--- config.mk ---
export PLATFORM = sky130hd
export DESIGN_NAME = mem_access_unit
export DESIGN_NICKNAME = d
export VERILOG_FILES = /design/src/rtl/mem_access_unit.sv
export SDC_FILE = /design/constraint.sdc
export NUM_CORES = 1
export LEC_CHECK = 0
export ABC_AREA = 1
export BUFFER_PORTS_ARGS = -buffer_cell sky130_fd_sc_hd__buf_4
export CORE_ASPECT_RATIO = 0.5
export CORE_UTILIZATION = 43
export CTS_BUF_LIST = sky130_fd_sc_hd__clkbuf_16
export DETAILED_ROUTE_END_ITERATION = 10
export PLACE_DENSITY = 0.88
export SYNTH_ARGS = -nofsm -noshare
export SYNTH_HDL_FRONTEND = slang
export SYNTH_SLANG_ARGS = --single-unit
--- constraint.sdc ---
create_clock -name clk -period 1.32 [get_ports clk]
set_input_delay 0.066 -clock clk [delete_from_list [all_inputs] [get_ports clk]]
set_output_delay 0.066 -clock clk [all_outputs]
set_load 0.01 [all_outputs]
--- src/rtl/mem_access_unit.sv ---
// Data-memory access unit at the MEM stage: runs one load/store over a req/ack bus,
// holding the pipeline until the access completes, and flags misaligned, illegal or timed-out accesses.
//
// state | meaning
// IDLE  | no access in flight; a legal access is latched, an illegal one faults immediately
// WAIT  | request on the bus, counting cycles until ack or timeout
// DONE  | result cycle: load_valid or timeout fault pulses, pipeline advances
module mem_access_unit #(
  parameter int TIMEOUT_CYCLES = 16,
  parameter int CNT_W          = 5
) (
  input  logic        clk,
  input  logic        rst,
  input  logic [31:0] ALUOutM,
  input  logic [31:0] mem_w_dataM,
  input  logic        MemWriteM,
  input  logic [1:0]  MemtoRegM,
  input  logic [31:0] InsM,
  output logic        dmem_req,
  output logic        dmem_we,
  output logic [31:0] dmem_addr,
  output logic [3:0]  dmem_wstrb,
  output logic [31:0] dmem_wdata,
  input  logic [31:0] dmem_rdata,
  input  logic        dmem_ack,
  output logic        stall_mem,
  output logic [31:0] load_data,
  output logic        load_valid,
  output logic        mem_fault
);

  typedef enum logic [1:0] {IDLE, WAIT, DONE} state_e;

  localparam logic [CNT_W-1:0] CNT_LAST = CNT_W'(TIMEOUT_CYCLES - 1);

  state_e            state_q, state_d;
  logic [CNT_W-1:0]  cnt_q, cnt_d;
  logic [31:0]       addr_q, addr_d;
  logic [3:0]        wstrb_q, wstrb_d;
  logic [31:0]       wdata_q, wdata_d;
  logic              we_q, we_d;
  logic [2:0]        funct3_q, funct3_d;
  logic [1:0]        lo_q, lo_d;
  logic              is_load_q, is_load_d;
  logic              tout_q, tout_d;
  logic [31:0]       load_data_q, load_data_d;

  logic [2:0]  f3;
  logic        access, is_load, illegal, misaligned;
  logic [3:0]  st_wstrb;
  logic [31:0] st_wdata;
  logic [7:0]  rd_byte;
  logic [15:0] rd_half;
  logic [31:0] rd_fmt;
  logic        unused_ins;

  assign f3         = InsM[14:12];
  assign unused_ins = ^{InsM[31:15], InsM[11:0]};
  assign access     = MemWriteM | (MemtoRegM == 2'b01);
  // A store wins when both requests are present, so the load path never fires.
  assign is_load    = (MemtoRegM == 2'b01) & ~MemWriteM;
  assign illegal    = (f3 == 3'b011) | (f3[2:1] == 2'b11) | (MemWriteM & f3[2]);
  assign misaligned = ((f3[1:0] == 2'b01) & ALUOutM[0]) |
                      ((f3[1:0] == 2'b10) & (ALUOutM[1:0] != 2'b00));

  always_comb begin
    st_wstrb = 4'b1111;
    st_wdata = mem_w_dataM;
    case (f3[1:0])
      2'b00: begin
        st_wstrb = 4'b0001 << ALUOutM[1:0];
        st_wdata = {4{mem_w_dataM[7:0]}};
      end
      2'b01: begin
        st_wstrb = ALUOutM[1] ? 4'b1100 : 4'b0011;
        st_wdata = {2{mem_w_dataM[15:0]}};
      end
      default: ;
    endcase
  end

  always_comb begin
    rd_half = lo_q[1] ? dmem_rdata[31:16] : dmem_rdata[15:0];
    case (lo_q)
      2'd0:    rd_byte = dmem_rdata[7:0];
      2'd1:    rd_byte = dmem_rdata[15:8];
      2'd2:    rd_byte = dmem_rdata[23:16];
      default: rd_byte = dmem_rdata[31:24];
    endcase
    case (funct3_q)
      3'b000:  rd_fmt = {{24{rd_byte[7]}}, rd_byte};
      3'b100:  rd_fmt = {24'h0, rd_byte};
      3'b001:  rd_fmt = {{16{rd_half[15]}}, rd_half};
      3'b101:  rd_fmt = {16'h0, rd_half};
      default: rd_fmt = dmem_rdata;
    endcase
  end

  always_comb begin
    state_d     = state_q;
    cnt_d       = cnt_q;
    addr_d      = addr_q;
    wstrb_d     = wstrb_q;
    wdata_d     = wdata_q;
    we_d        = we_q;
    funct3_d    = funct3_q;
    lo_d        = lo_q;
    is_load_d   = is_load_q;
    tout_d      = tout_q;
    load_data_d = load_data_q;
    stall_mem   = 1'b0;
    mem_fault   = 1'b0;
    load_valid  = 1'b0;
    case (state_q)
      IDLE: begin
        if (access) begin
          if (illegal | misaligned) begin
            mem_fault = 1'b1;
          end else begin
            stall_mem = 1'b1;
            addr_d    = {ALUOutM[31:2], 2'b00};
            wstrb_d   = MemWriteM ? st_wstrb : 4'b0000;
            wdata_d   = st_wdata;
            we_d      = MemWriteM;
            funct3_d  = f3;
            lo_d      = ALUOutM[1:0];
            is_load_d = is_load;
            cnt_d     = '0;
            tout_d    = 1'b0;
            state_d   = WAIT;
          end
        end
      end
      WAIT: begin
        stall_mem = 1'b1;
        cnt_d     = cnt_q + CNT_W'(1);
        if (dmem_ack) begin
          if (is_load_q) load_data_d = rd_fmt;
          state_d = DONE;
        end else if (cnt_q == CNT_LAST) begin
          tout_d  = 1'b1;
          state_d = DONE;
        end
      end
      DONE: begin
        load_valid = is_load_q & ~tout_q;
        mem_fault  = tout_q;
        state_d    = IDLE;
      end
      default: state_d = IDLE;
    endcase
  end

  always_ff @(posedge clk) begin
    if (rst) begin
      state_q     <= IDLE;
      cnt_q       <= '0;
      addr_q      <= '0;
      wstrb_q     <= '0;
      wdata_q     <= '0;
      we_q        <= 1'b0;
      funct3_q    <= '0;
      lo_q        <= '0;
      is_load_q   <= 1'b0;
      tout_q      <= 1'b0;
      load_data_q <= '0;
    end else begin
      state_q     <= state_d;
      cnt_q       <= cnt_d;
      addr_q      <= addr_d;
      wstrb_q     <= wstrb_d;
      wdata_q     <= wdata_d;
      we_q        <= we_d;
      funct3_q    <= funct3_d;
      lo_q        <= lo_d;
      is_load_q   <= is_load_d;
      tout_q      <= tout_d;
      load_data_q <= load_data_d;
    end
  end

  assign dmem_req   = (state_q == WAIT);
  assign dmem_we    = we_q;
  assign dmem_addr  = addr_q;
  assign dmem_wstrb = wstrb_q;
  assign dmem_wdata = wdata_q;
  assign load_data  = load_data_q;

endmodule

Word level (Yosys, flattened, before mapping). Index checks and enable logic that the tools add are counted.

Word-level logic and storage cells: 82. Input port bits: 134. Output and inout bits: 105. Register bits: 113.

Multiplexer cells: 27. $add $sub $neg: 1. Bitwise gates (word level): 13. Reduce and logical (&&, ||, !) cells: 11. Equal/unequal tests: 18. Shift-type cells: 1.

Operator list (count): $pmux W32 S4 (1); $pmux W32 S2 (1); $pmux W8 S3 (1); $mux W16 (1); $reduce_and A3 Y1 (4); $mux W5 (2); $pmux W5 S2 (1); $mux W1 (9); $eq A2 B1 Y1 const B (4); $eq A2 B2 Y1 const B (4); $mux W2 (4); $mux W4 (2); $pmux W4 S2 (1); $eq A3 B3 Y1 const B (2); $logic_not A2 Y1 (3); $ne A2 B2 Y1 const B (3); $pmux W1 S2 (3); $add A5 B1 Y5 const B (1); $and A1 B1 Y1 (5); $eq A5 B4 Y1 const B (1); $or A1 B1 Y1 (5); $reduce_and A5 Y1 (1); $pmux W2 S2 (1); $reduce_bool A2 Y1 (2); other kinds (7) (9).

Logic depth before layout (Yosys ltp). Gate-level depths: netlist of run 1.

Word-level depth: 7. Depth in mapped cells: 9. Gate-level depth less buffers: 8.

Worst setup path after synthesis of run 1. Ideal clock, no wire load.

Path kind: flip-flop to flip-flop. From: register funct3_q[1]. To: register load_data_q[22] (netlist: load_data[22]). Arrival time: 1220 ps. Setup time: 56 ps. Buffers on the path: 2. Path slack: 44 ps. Period minus slack after synthesis: 1276 ps. Stages on the path, launching flop included: 8. Required time: 1264 ps. Cells stage by stage: dfxtp_1 > buf_2 > nor3_1 > nand3_2 > nand2_2 > buf_4 > o21bai_1 > inv_1.

Cells in the longest elaborated chain, start to end: 2. Elaborated cells between the ends (all ways): 5. Classes of those cells: eq/ne (3); mux (1); reduce/logical (1).

Ends and longest elaborated chain: from (decl) (line 42) `logic [2:0] funct3_q, funct3_d;`; from (signal assigned) (line 174) `funct3_q <= funct3_d;`; $eq A3 B3 Y1 (tied with other cells) (line 90) `case (funct3_q)`; $pmux W32 S4 (*) (line 90); to (signal assigned) (line 178) `load_data_q <= load_data_d;`; to (decl) (line 46) `logic [31:0] load_data_q, load_data_d;`.

Every way passes the cells marked *; elsewhere a longest branch is shown, timed or not. A chain may end at the register's enable or synchronous reset.

Worst setup path in the final report of run 1.
From: register state_q[0]. To: register addr_q[22] (netlist: dmem_addr[22]).

Cells in the longest elaborated chain, start to end: 2.

Ends and longest elaborated chain: from (decl) (line 36) `state_e state_q, state_d;`; from (signal assigned) (line 168) `state_q <= state_d;`; $logic_not A2 Y1 (line 114) `case (state_q)`; $reduce_and A3 Y1 (no source line); to (signal assigned) (line 170) `addr_q <= addr_d;`; to (decl) (line 38) `logic [31:0] addr_q, addr_d;`.

No other way between the ends.

==> results of run 1 <==
==> flip-flops by register name (all words and copies together), names as in the netlist <==
name / count
dmem_wdata: 32
load_data: 32
dmem_addr: 30
cnt_q: 5
dmem_wstrb: 4
funct3_q: 3
lo_q: 2
state_q: 2
dmem_we: 1
is_load_q: 1
tout_q: 1
==> power breakdown <==
part / internal, uW / switching (uW) / total [uW]
logic: 1000 / 1180 / 2180
clock network: 2720 / 1680 / 4410
registers: 3560 / 114 / 3670
total: 7280 / 2980 / 10300
==> final timing paths <==
kind / startpoint / end
worst max-delay path: state_q[0] / dmem_addr[22]
worst min-delay path: ALUOutM[15] / dmem_addr[15]
worst max register to register: state_q[0] / dmem_addr[22]
worst min register to register: dmem_wdata[20] / dmem_wdata[20]
==> timing repair <==
| item | 4_1_cts | 5_1_grt |
|---|---|---|
| hold endpoints to repair | 52 | 0 |
| gates resized for setup | 26 | 121 |
| cloned | 3 | 13 |
| buffers inserted | 4 | 15 |
| hold buffers | 53 | 0 |
| pin swaps | 5 | 31 |
| setup endpoints to repair | 22 | 111 |
==> metrics by stage <==
stage	utilization, %	setup TNS, ns
after floorplan	-	0
after global placement	60.2	-0.0332
after detailed placement	60.2	-0.451
after CTS	70.8	-0.423
after global routing	77.1	-20.85
final	77.1	-15.30
==> worst reg2reg max path, cell delays in order, from the launching register on <==
cell and delay [ns]:
dfxtp_4 0.37, nor2_4 0.17, buf_4 0.14, buf_6 0.11, nand3_4 0.09, buf_12 0.17
clkbuf_16 0.17, nand2_1 0.09, a21oi_1 0.11
==> cell type report <==
| class | instances | area [sq um] |
|---|---|---|
| well taps | 165 | 206 |
| fillers | 738 | 2770 |
| flip-flops and latches | 113 | 2280 |
| multi-input cells | 532 | 2970 |
| inverters | 74 | 283 |
| clock inverters | 15 | 129 |
| clock buffers | 17 | 425 |
| repair buffers | 334 | 3020 |
==> kinds of logic (layout without fill, tap and decap cells) <==
family,count (synthesis),after routing
simple gates,350,350
flops,113,113
fa+ha+maj,2,2
compound gates,178,178
buf+inv,132,440
other cells,1,2
==> cells in the final DEF, fill, tap and decap left out, types with 15 or more instances in the layout <==
| cell | instances |
|---|---|
| o21bai_1 | 15 |
| clkbuf_16 | 26 |
| o21ai_0 | 27 |
| dlygate4sd3_1 | 53 |
| nand3_1 | 30 |
| a21oi_1 | 67 |
| inv_1 | 67 |
| o21ai_2 | 22 |
| buf_4 | 248 |
| nand2_1 | 208 |
| nand4_1 | 57 |
| nor2_1 | 22 |
| dfxtp_1 | 106 |
==> metal layers <==
| metal | wire length, um | track usage, % |
|---|---|---|
| met1 | 8860 | 34.1 |
| met2 | 11600 | 55.6 |
| met3 | 2360 | 5.61 |
| met4 | 1500 | 15.0 |
| met5 | 0 | 0 |
==> impl_metrics.json, run 1 <==
{
  "outcome": "finished with violations",
  "violations": "negative hold slack, negative setup slack",
  "fin_area_sq_um": 9320,
  "yosys_most_used_dff": "dfxtp_1",
  "ys_types": 31,
  "pin_count": 239,
  "min_path_type": "in2reg",
  "synthSimpleGateAreaFrac_pct": 28.6,
  "postSynth.asyncResetShare_pct": 0,
  "synth_seq_cells": 113,
  "drt-total-wl_mm": 24.3,
  "ff2ff_setup_slack_ns": -0.25,
  "area_delta_synth_final_pct": 71.2,
  "pre_cts_slack_ns": -0.0630,
  "synthTopCellsByCount": "nand2_1, dfxtp_1, a21oi_1",
  "relSlewSlack_pct": 54.1,
  "grt_setup_unrepaired": "yes",
  "post_drt_wl_per_cell_um": 19.5,
  "place_congestion": 0.908,
  "power_density_nw_per_um2": 1100,
  "min_period_ns": 1.57,
  "netlist_area_sq_um": 5440,
  "dp.final_hpwl_mm": 12.3,
  "cp-start-kind": "flip-flop",
  "grt_pass1_wl_mm": 31.3,
  "antenna_cells": 0,
  "cellLeakagePower_uw": 0.00438,
  "final_cell_count_no_fill": 1250,
  "grt_util_all_layers_pct": 30.1,
  "hold_violations": 1,
  "synth_top_area_share_pct": 41.6,
  "min_period_over_period_pct": 119,
  "fmax_mhz": 636,
  "drv_slew": 0,
  "grt_pass1_vias": 6446,
  "ant_nets": 0,
  "finalNetCount": 1208,
  "die_area_sq_um": 13100,
  "synthMuxAreaShare_pct": 0,
  "cp.required_ns": 1.57,
  "yosys.area.top_type": "dfxtp_1",
  "grt.overflow.total": 0,
  "synth_fa_ha_area_share_pct": 0.460,
  "antenna_found_initial": 0,
  "vias": 7351,
  "worstMarginPinSlew_ns": 0.689,
  "die_y_um": 81.6,
  "cap_violations": 0,
  "yosysSeqAreaShare_pct": 41.6,
  "clkSinkCount": 113,
  "synth-xor-area-share_pct": 0,
  "hold_ws_ns": -0.00660,
  "grt_max_degree": 59,
  "final-setup-viol-count": 112,
  "dpl_cell_area_sq_um": 7270,
  "io_buffer_count": 207,
  "setup.worst_path.end_class": "flip-flop",
  "coreArea_sq_um": 12100,
  "synth.avg_cell_area_sq_um": 7.01,
  "clkLatencyLatePin_ns": 0.41,
  "synth_top_family_by_area": "simple AND/OR/NAND/NOR gates",
  "hold_depth": 3,
  "cp_cell_sequence": "nor2_4 > buf_4 > buf_6 > nand3_4 > buf_12 > clkbuf_16 > nand2_1 > a21oi_1",
  "chipWidth_um": 161,
  "synth_compound_area_share_pct": 18.8,
  "ir_drop_v": 0.000813,
  "drive_gt1_share_pct": 37.1,
  "vias_per_cell": 5.88,
  "drt-pass1-iter-count": 6,
  "arrival_ns": 1.82,
  "rows": 28,
  "clk_pin_slew_ns": 0.06,
  "critPathKind": "reg2reg",
  "yosys_warnings": 0,
  "dp_cells": 1130,
  "critPathTopFamily": "buffers and inverters",
  "skew_ns": 0.0119,
  "crit_cells": 8,
  "drt_iter0_markers": 1122,
  "synth_edf_count": 0,
  "cts_buffers": 17,
  "synthTopCellsByArea": "dfxtp_1, nand2_1, a21oi_1, nand4_1, o21ai_0",
  "worst_slack_ns": -0.252,
  "cts_buffer_depth": 2,
  "r2r_cells": 8,
  "cts_tree": "built",
  "postSynthCellCount": 776,
  "crit_buf_inv": 4,
  "power_uw": 10300,
  "slowest_delay_ns": 0.37,
  "synth_most_common_cell": "nand2_1",
  "drc": 0,
  "cp_max_fo": 9,
  "htreeDepth": 4,
  "root_buffer": "clkbuf_16",
  "initial_core_util_pct": 45.0,
  "slowest_stage": "dfxtp_4"
}
Note: power is estimated with default switching activity, not from simulation.
==> inputs of run 2 (changes only) <==
BUFFER_PORTS_ARGS = default   (was -buffer_cell sky130_fd_sc_hd__buf_4)
CORE_UTILIZATION = 57   (was 43)
DONT_BUFFER_PORTS = 1   (was default)
PLACE_DENSITY = 0.86   (was 0.88)
==> run 2 against run 1 <==
The run now fails in global routing (5_1_grt). Area after synthesis unchanged. Synthesized cell count unchanged.
==> impl_metrics.json, run 2 <==
{
  "outcome": "aborted with a tool error",
  "lastStage": "global routing (5_1_grt)",
  "error": "[ERROR DPL-0038] Utilization greater than 100%, impossible to legalize",
  "postSynthCellCount": 776,
  "htreeDepth": 4,
  "clkSinkCount": 113,
  "rows": 24,
  "place_congestion": 0.877,
  "io_buffer_count": 0,
  "ys_types": 31,
  "synth_top_area_share_pct": 41.6,
  "yosys_most_used_dff": "dfxtp_1",
  "initial_core_util_pct": 60.6,
  "synthMuxAreaShare_pct": 0,
  "synthSimpleGateAreaFrac_pct": 28.6,
  "synth_seq_cells": 113,
  "die_y_um": 71.1,
  "root_buffer": "clkbuf_16",
  "yosys.area.top_type": "dfxtp_1",
  "grt_max_degree": 59,
  "cts_buffers": 17,
  "yosys_warnings": 0,
  "synth_fa_ha_area_share_pct": 0.460,
  "pin_count": 239,
  "cts_buffer_depth": 2,
  "synth_most_common_cell": "nand2_1",
  "synth_edf_count": 0,
  "chipWidth_um": 140,
  "synth.avg_cell_area_sq_um": 7.01,
  "worst-ep-kind": "register input",
  "netlist_area_sq_um": 5440,
  "postSynth.asyncResetShare_pct": 0,
  "synthTopCellsByCount": "nand2_1, dfxtp_1, a21oi_1",
  "synthTopCellsByArea": "dfxtp_1, nand2_1, a21oi_1, nand4_1, o21ai_0",
  "synth-xor-area-share_pct": 0,
  "dp_cells": 879,
  "yosysSeqAreaShare_pct": 41.6,
  "synth_top_family_by_area": "simple AND/OR/NAND/NOR gates",
  "dp.final_hpwl_mm": 10.4,
  "worst_endpoint": "load_data[27]$_SDFFE_PP0P_/D",
  "synth_compound_area_share_pct": 18.8
}
==> run 2: cell families after synthesis <==
| group | after synthesis |
|---|---|
| AOI/OAI and AO/OA | 178 |
| adders and majority gates | 2 |
| buffers and inverters | 132 |
| DFF | 113 |
| other | 1 |
| and+or+nand+nor | 350 |
==> run 2: through the flow <==
stage	setup WS, ns	area (sq um)
after floorplan	0.0443	5450
after global placement	-0.0206	5700
after detailed placement	-0.0434	5700
after CTS	-0.149	7750
==> run 2: timing repair <==
action,4_1_cts
setup buffers,12
resized for setup,60
pin swaps,12
cloned,5
hold endpoints to repair,108
hold buffers,104
setup endpoints to repair,22
==> inputs of run 3 (changes only) <==
CORE_ASPECT_RATIO = default   (was 0.5)
CORE_UTILIZATION = 40   (was 57)
CTS_BUF_LIST = default   (was sky130_fd_sc_hd__clkbuf_16)
PLACE_DENSITY = default   (was 0.86)
PLACE_DENSITY_LB_ADDON = 0.15   (was default)
clock period = 1.7 ns   (was 1.32 ns; I/O delays follow)
==> run 3 against run 2 <==
The run now ends clean.
==> impl_metrics.json, run 3 (synthesis gave the netlist of run 1 again) <==
{
  "grt_util_all_layers_pct": 25.1,
  "fin_tns_setup_ns": 0,
  "drv_slew": 0,
  "post_drt_wl_per_cell_um": 16.8,
  "die_area_sq_um": 14100,
  "clkSinkCount": 113,
  "grt_use_met2_pct": 40.5,
  "seqPwrFrac_pct": 36.5,
  "clkLatencyLatePin_ns": 0.41,
  "antenna_cells": 0,
  "io_buffer_count": 0,
  "worst_slack_ns": 0.120,
  "layout_common_cells": "nand2_1, dfxtp_1, dlygate4sd3_1, a21oi_1, inv_1",
  "critPathKind": "reg2out",
  "drive_gt1_share_pct": 8.02,
  "fmax_mhz": 633,
  "vias_per_cell": 5.36,
  "cp-start-kind": "flip-flop",
  "min_period_ns": 1.58,
  "min_path_type": "in2reg",
  "worstMarginPinSlew_ns": 0.645,
  "p_comb_share_pct": 12.8,
  "dp.final_hpwl_mm": 11.0,
  "grtUsageMet3_pct": 8.88,
  "area_delta_synth_final_pct": 34.6,
  "grt_setup_unrepaired": "no",
  "setup.worst_path.end_class": "output pin",
  "antenna_found_initial": 0,
  "vias": 5619,
  "root_buffer": "clkbuf_16",
  "skew_ns": 0.00663,
  "cts_buffer_depth": 2,
  "ff2ff_setup_slack_ns": 0.16,
  "outcome": "finished, final reports clean",
  "cts_buffers": 17,
  "grt_pass1_wl_mm": 28.1,
  "final-setup-viol-count": 0,
  "clkPwrFrac_pct": 50.6,
  "swShare_pct": 24.8,
  "power_density_nw_per_um2": 1080,
  "coreArea_sq_um": 13200,
  "pre_cts_slack_ns": 0.188,
  "ant_nets": 0,
  "grt.overflow.total": 0,
  "rows": 42,
  "cap_violations": 0,
  "initial_core_util_pct": 41.1,
  "internal_power_uw": 5970,
  "hold_violations": 0,
  "htreeDepth": 4,
  "arrival_ns": 1.50,
  "p_sw_uw": 1970,
  "cts_tree": "built",
  "pin_count": 239,
  "mostFrequentLayoutCell": "nand2_1",
  "drc": 0,
  "drt-total-wl_mm": 17.6,
  "clk_pin_slew_ns": 0.05,
  "grt_pass1_vias": 5442,
  "drt_iter0_markers": 434,
  "place_congestion": 0.875,
  "met1_usage_pct": 29.9,
  "chipWidth_um": 119,
  "relSlewSlack_pct": 57.0,
  "cp.required_ns": 1.62,
  "grt_busiest_layer": "met2",
  "ir_drop_v": 0.000634,
  "cp_max_fo": 6,
  "grt_max_degree": 59,
  "min_period_over_period_pct": 92.9,
  "cellLeakagePower_uw": 0.00315,
  "drt-pass1-iter-count": 6,
  "die_y_um": 119,
  "postCtsSetupBuffers": 0,
  "finalNetCount": 996
}
==> run 3: final cells by class <==
cell class	instances	area [sq um]
clock buffers	23	498
multi-input cells	532	2620
fillers	1238	5920
inverters	74	278
clock inverters	9	175
flip-flops and latches	113	2260
repair buffers	122	1280
well taps	176	220
==> run 3: timing repair <==
action,4_1_cts,5_1_grt
gates resized for setup,0,1
hold buffers,107,0
endpoints found under the setup margin,0,13
hold endpoints to repair,111,0
==> run 3: metal layers <==
| metal | vias up | part of all wire, % |
|---|---|---|
| met1 | 2558 | 42 |
| met3 | 42 | 8.9 |
| met5 | - | 0 |
| met4 | 0 | 3.0 |
| met2 | 283 | 46 |
| li1 | 2736 | - |
==> run 3: worst max-delay path, cell delays in order, from the launching register on <==
cell     delay [ns]
dfxtp_1        0.36
nor2_4         0.22
nand3_1        0.16
nand3_1        0.23
inv_1          0.12
==> run 3: power groups by stage <==
stage                     clock network (uW)  logic [uW]  registers, uW
after floorplan                            0         612           2920
after global placement                     0         719           2950
after detailed placement                   0         734           2950
after CTS                               4090        1000           2900
after global routing                    4230        1120           2910
final                                   4020        1020           2900
==> run 3: path summary, 6_finish.rpt <==
check	startpoint	to	cells past startpoint
setup / recovery	state_q[0]	stall_mem	4
hold / removal	dmem_rdata[7]	load_data[7]	4
setup reg to reg	funct3_q[1]	load_data[18]	7
hold reg to reg	tout_q	tout_q	2
==> run 3: per-stage QoR <==
step | instance area (sq um) | std cells | util [%] | total power, uW | hold slack (ns)
final | 7330 | 1049 | 55.3 | 7940 | 0.0299
after global routing | 7330 | 1049 | 55.3 | 8260 | 0.0348
after CTS | 7320 | 1049 | 55.3 | 7990 | 0.00305
after detailed placement | 5560 | 910 | 42.0 | 3690 | 0.161
after global placement | 5560 | 910 | 42.0 | 3670 | 0.159
after floorplan | 5450 | 777 | - | 3530 | 0.220
==> inputs of run 4 (changes only) <==
PLACE_DENSITY_LB_ADDON = 0.25   (was 0.15)
==> run 4 against run 3 <==
Utilization shrank 0.96 points. Clock power shrank 16%. Sequential cell count stayed put. Fmax grew 2.9%. Count of clock-buffer cells in the layout is 3 lower. Sequential power barely moved. Largest cell class unchanged. Highest routed layer unchanged.
==> impl_metrics.json, run 4 (synthesis gave the netlist of run 1 again) <==
{
  "outcome": "finished, final reports clean",
  "swShare_pct": 27.7,
  "chipWidth_um": 119,
  "finalNetCount": 994,
  "area_delta_synth_final_pct": 32.3,
  "fmax_mhz": 651,
  "dp.final_hpwl_mm": 10.8,
  "arrival_ns": 1.90,
  "io_buffer_count": 0,
  "die_y_um": 119,
  "ff2ff_setup_slack_ns": 0.16,
  "skew_ns": 0.00498,
  "ant_nets": 0,
  "relSlewSlack_pct": 56.5,
  "cp-start-kind": "flip-flop",
  "fillCellCount": 1261,
  "grt_pass1_vias": 5439,
  "critPathKind": "reg2reg",
  "min_period_over_period_pct": 90.3,
  "drt-total-wl_mm": 17.2,
  "met3WireLength_mm": 1.64,
  "root_buffer": "clkbuf_16",
  "p_comb_share_pct": 13.9,
  "clkPwrFrac_pct": 46.3,
  "slowest_delay_ns": 0.33,
  "layout_common_cells": "nand2_1, dfxtp_1, dlygate4sd3_1, a21oi_1, inv_1",
  "cp_max_fo": 16,
  "top_layer_used": "met4",
  "drive_gt1_share_pct": 8.04,
  "vias": 5738,
  "clkLatencyLatePin_ns": 0.41,
  "worst_slack_ns": 0.164,
  "cp_cell_sequence": "inv_2 > nand2_1 > nor2_2 > nand2_1 > nand2_2 > o21bai_1 > inv_1",
  "grt_setup_unrepaired": "no",
  "power_density_nw_per_um2": 1010,
  "hold_violations": 0,
  "seqPwrFrac_pct": 39.8,
  "place_congestion": 0.874,
  "cellLeakagePower_uw": 0.00307,
  "wl_met2_mm": 8.04,
  "min_period_ns": 1.54,
  "cts_tree": "built",
  "slowest_stage": "dfxtp_1",
  "post_drt_wl_per_cell_um": 16.4,
  "cp.required_ns": 2.06,
  "antenna_found_initial": 0,
  "clk_pin_slew_ns": 0.05,
  "setup.worst_path.end_class": "flip-flop",
  "pre_cts_slack_ns": 0.194,
  "grt_util_all_layers_pct": 24.0,
  "coreArea_sq_um": 13200,
  "drc": 0,
  "clkSinkCount": 113,
  "internal_power_uw": 5260,
  "cts_buffer_depth": 2,
  "fin_tns_setup_ns": 0,
  "critPathTopFamily": "simple AND/OR/NAND/NOR gates",
  "met1_length_mm": 6.96,
  "grt_max_degree": 66,
  "pin_count": 239,
  "die_area_sq_um": 14100,
  "grt_pass1_wl_mm": 27.0,
  "drv_slew": 0,
  "antenna_cells": 0,
  "ir_drop_v": 0.000895,
  "crit_buf_inv": 2,
  "final-setup-viol-count": 0,
  "initial_core_util_pct": 41.1,
  "vias_per_cell": 5.48,
  "cts_buffers": 17,
  "drt_iter0_markers": 460,
  "power_uw": 7280,
  "mostFrequentLayoutCell": "nand2_1",
  "worstMarginPinSlew_ns": 0.653,
  "grt.overflow.total": 0,
  "min_path_type": "in2reg",
  "htreeDepth": 4,
  "rows": 42,
  "cap_violations": 0,
  "p_sw_uw": 2020,
  "cpMostUsedCell": "nand2_1",
  "drt-pass1-iter-count": 5
}
==> run 4: cell types whose count changed in the layout (fill, tap and decap cells not counted) <==
cell	previous run	this run
clkinv_4	0	1
clkinvlp_4	2	5
clkbuf_8	5	2
bufinv_16	5	1
clkinv_2	2	3
dlygate4sd3_1	105	103
inv_6	0	2
==> run 4: power groups by stage <==
stage,Combinational (uW),Sequential (uW),Clock (uW)
finish,1010,2900,3370
global route,1110,2910,3540
CTS,982,2900,3430
detailed placement,729,2950,0
global placement,714,2950,0
floorplan,612,2920,0
==> run 4: path summary, 6_finish.rpt <==
kind / from / endpoint / cells past startpoint
min: InsM[12] / dmem_wstrb[1] / 4
min reg2reg: tout_q / tout_q / 2
max reg2reg: funct3_q[1] / load_data[16] / 7
max: funct3_q[1] / load_data[16] / 7
==> run 4: stage by stage <==
stage	hold WS (ns)	area (sq um)	instances	utilization, %
floorplan	0.220	5450	777	-
global placement	0.158	5560	909	42.0
detailed placement	0.159	5560	909	42.0
CTS	0.00226	7190	1046	54.3
global route	0.0203	7200	1047	54.4
finish	0.0140	7200	1047	54.4
==> run 4: final cells by class <==
type | count | area [sq um] | share of cell area [%]
clock buffer | 20 | 457 | 6.34
sequential | 113 | 2260 | 31.4
timing repair buffer | 120 | 1260 | 17.5
multi-input combinational | 532 | 2620 | 36.3
clock inverter | 12 | 109 | 1.51
tap | 176 | 220 | 3.06
inverter | 74 | 278 | 3.86
==> run 4: per-layer routing <==
layer	GRT usage, %	up-vias
met5	0	-
met4	11.1	0
met3	9.31	56
met2	38.8	318
met1	27.8	2625
li1	-	2739
==> run 4: tightest hold or removal path: cells and delay by family <==
family / cells / cell delay [ns]
and+or+nand+nor: 3 / 0.17
AOI/OAI and AO/OA: 1 / 0.14
==> run 4: timing repair <==
item                                    in CTS  in global routing
buffers inserted                             0                  1
hold buffers                               105                  0
pin swaps                                    1                  1
endpoints found under the hold margin      108                  0
endpoints found under the setup margin       1                 10
resized for setup                            0                  1
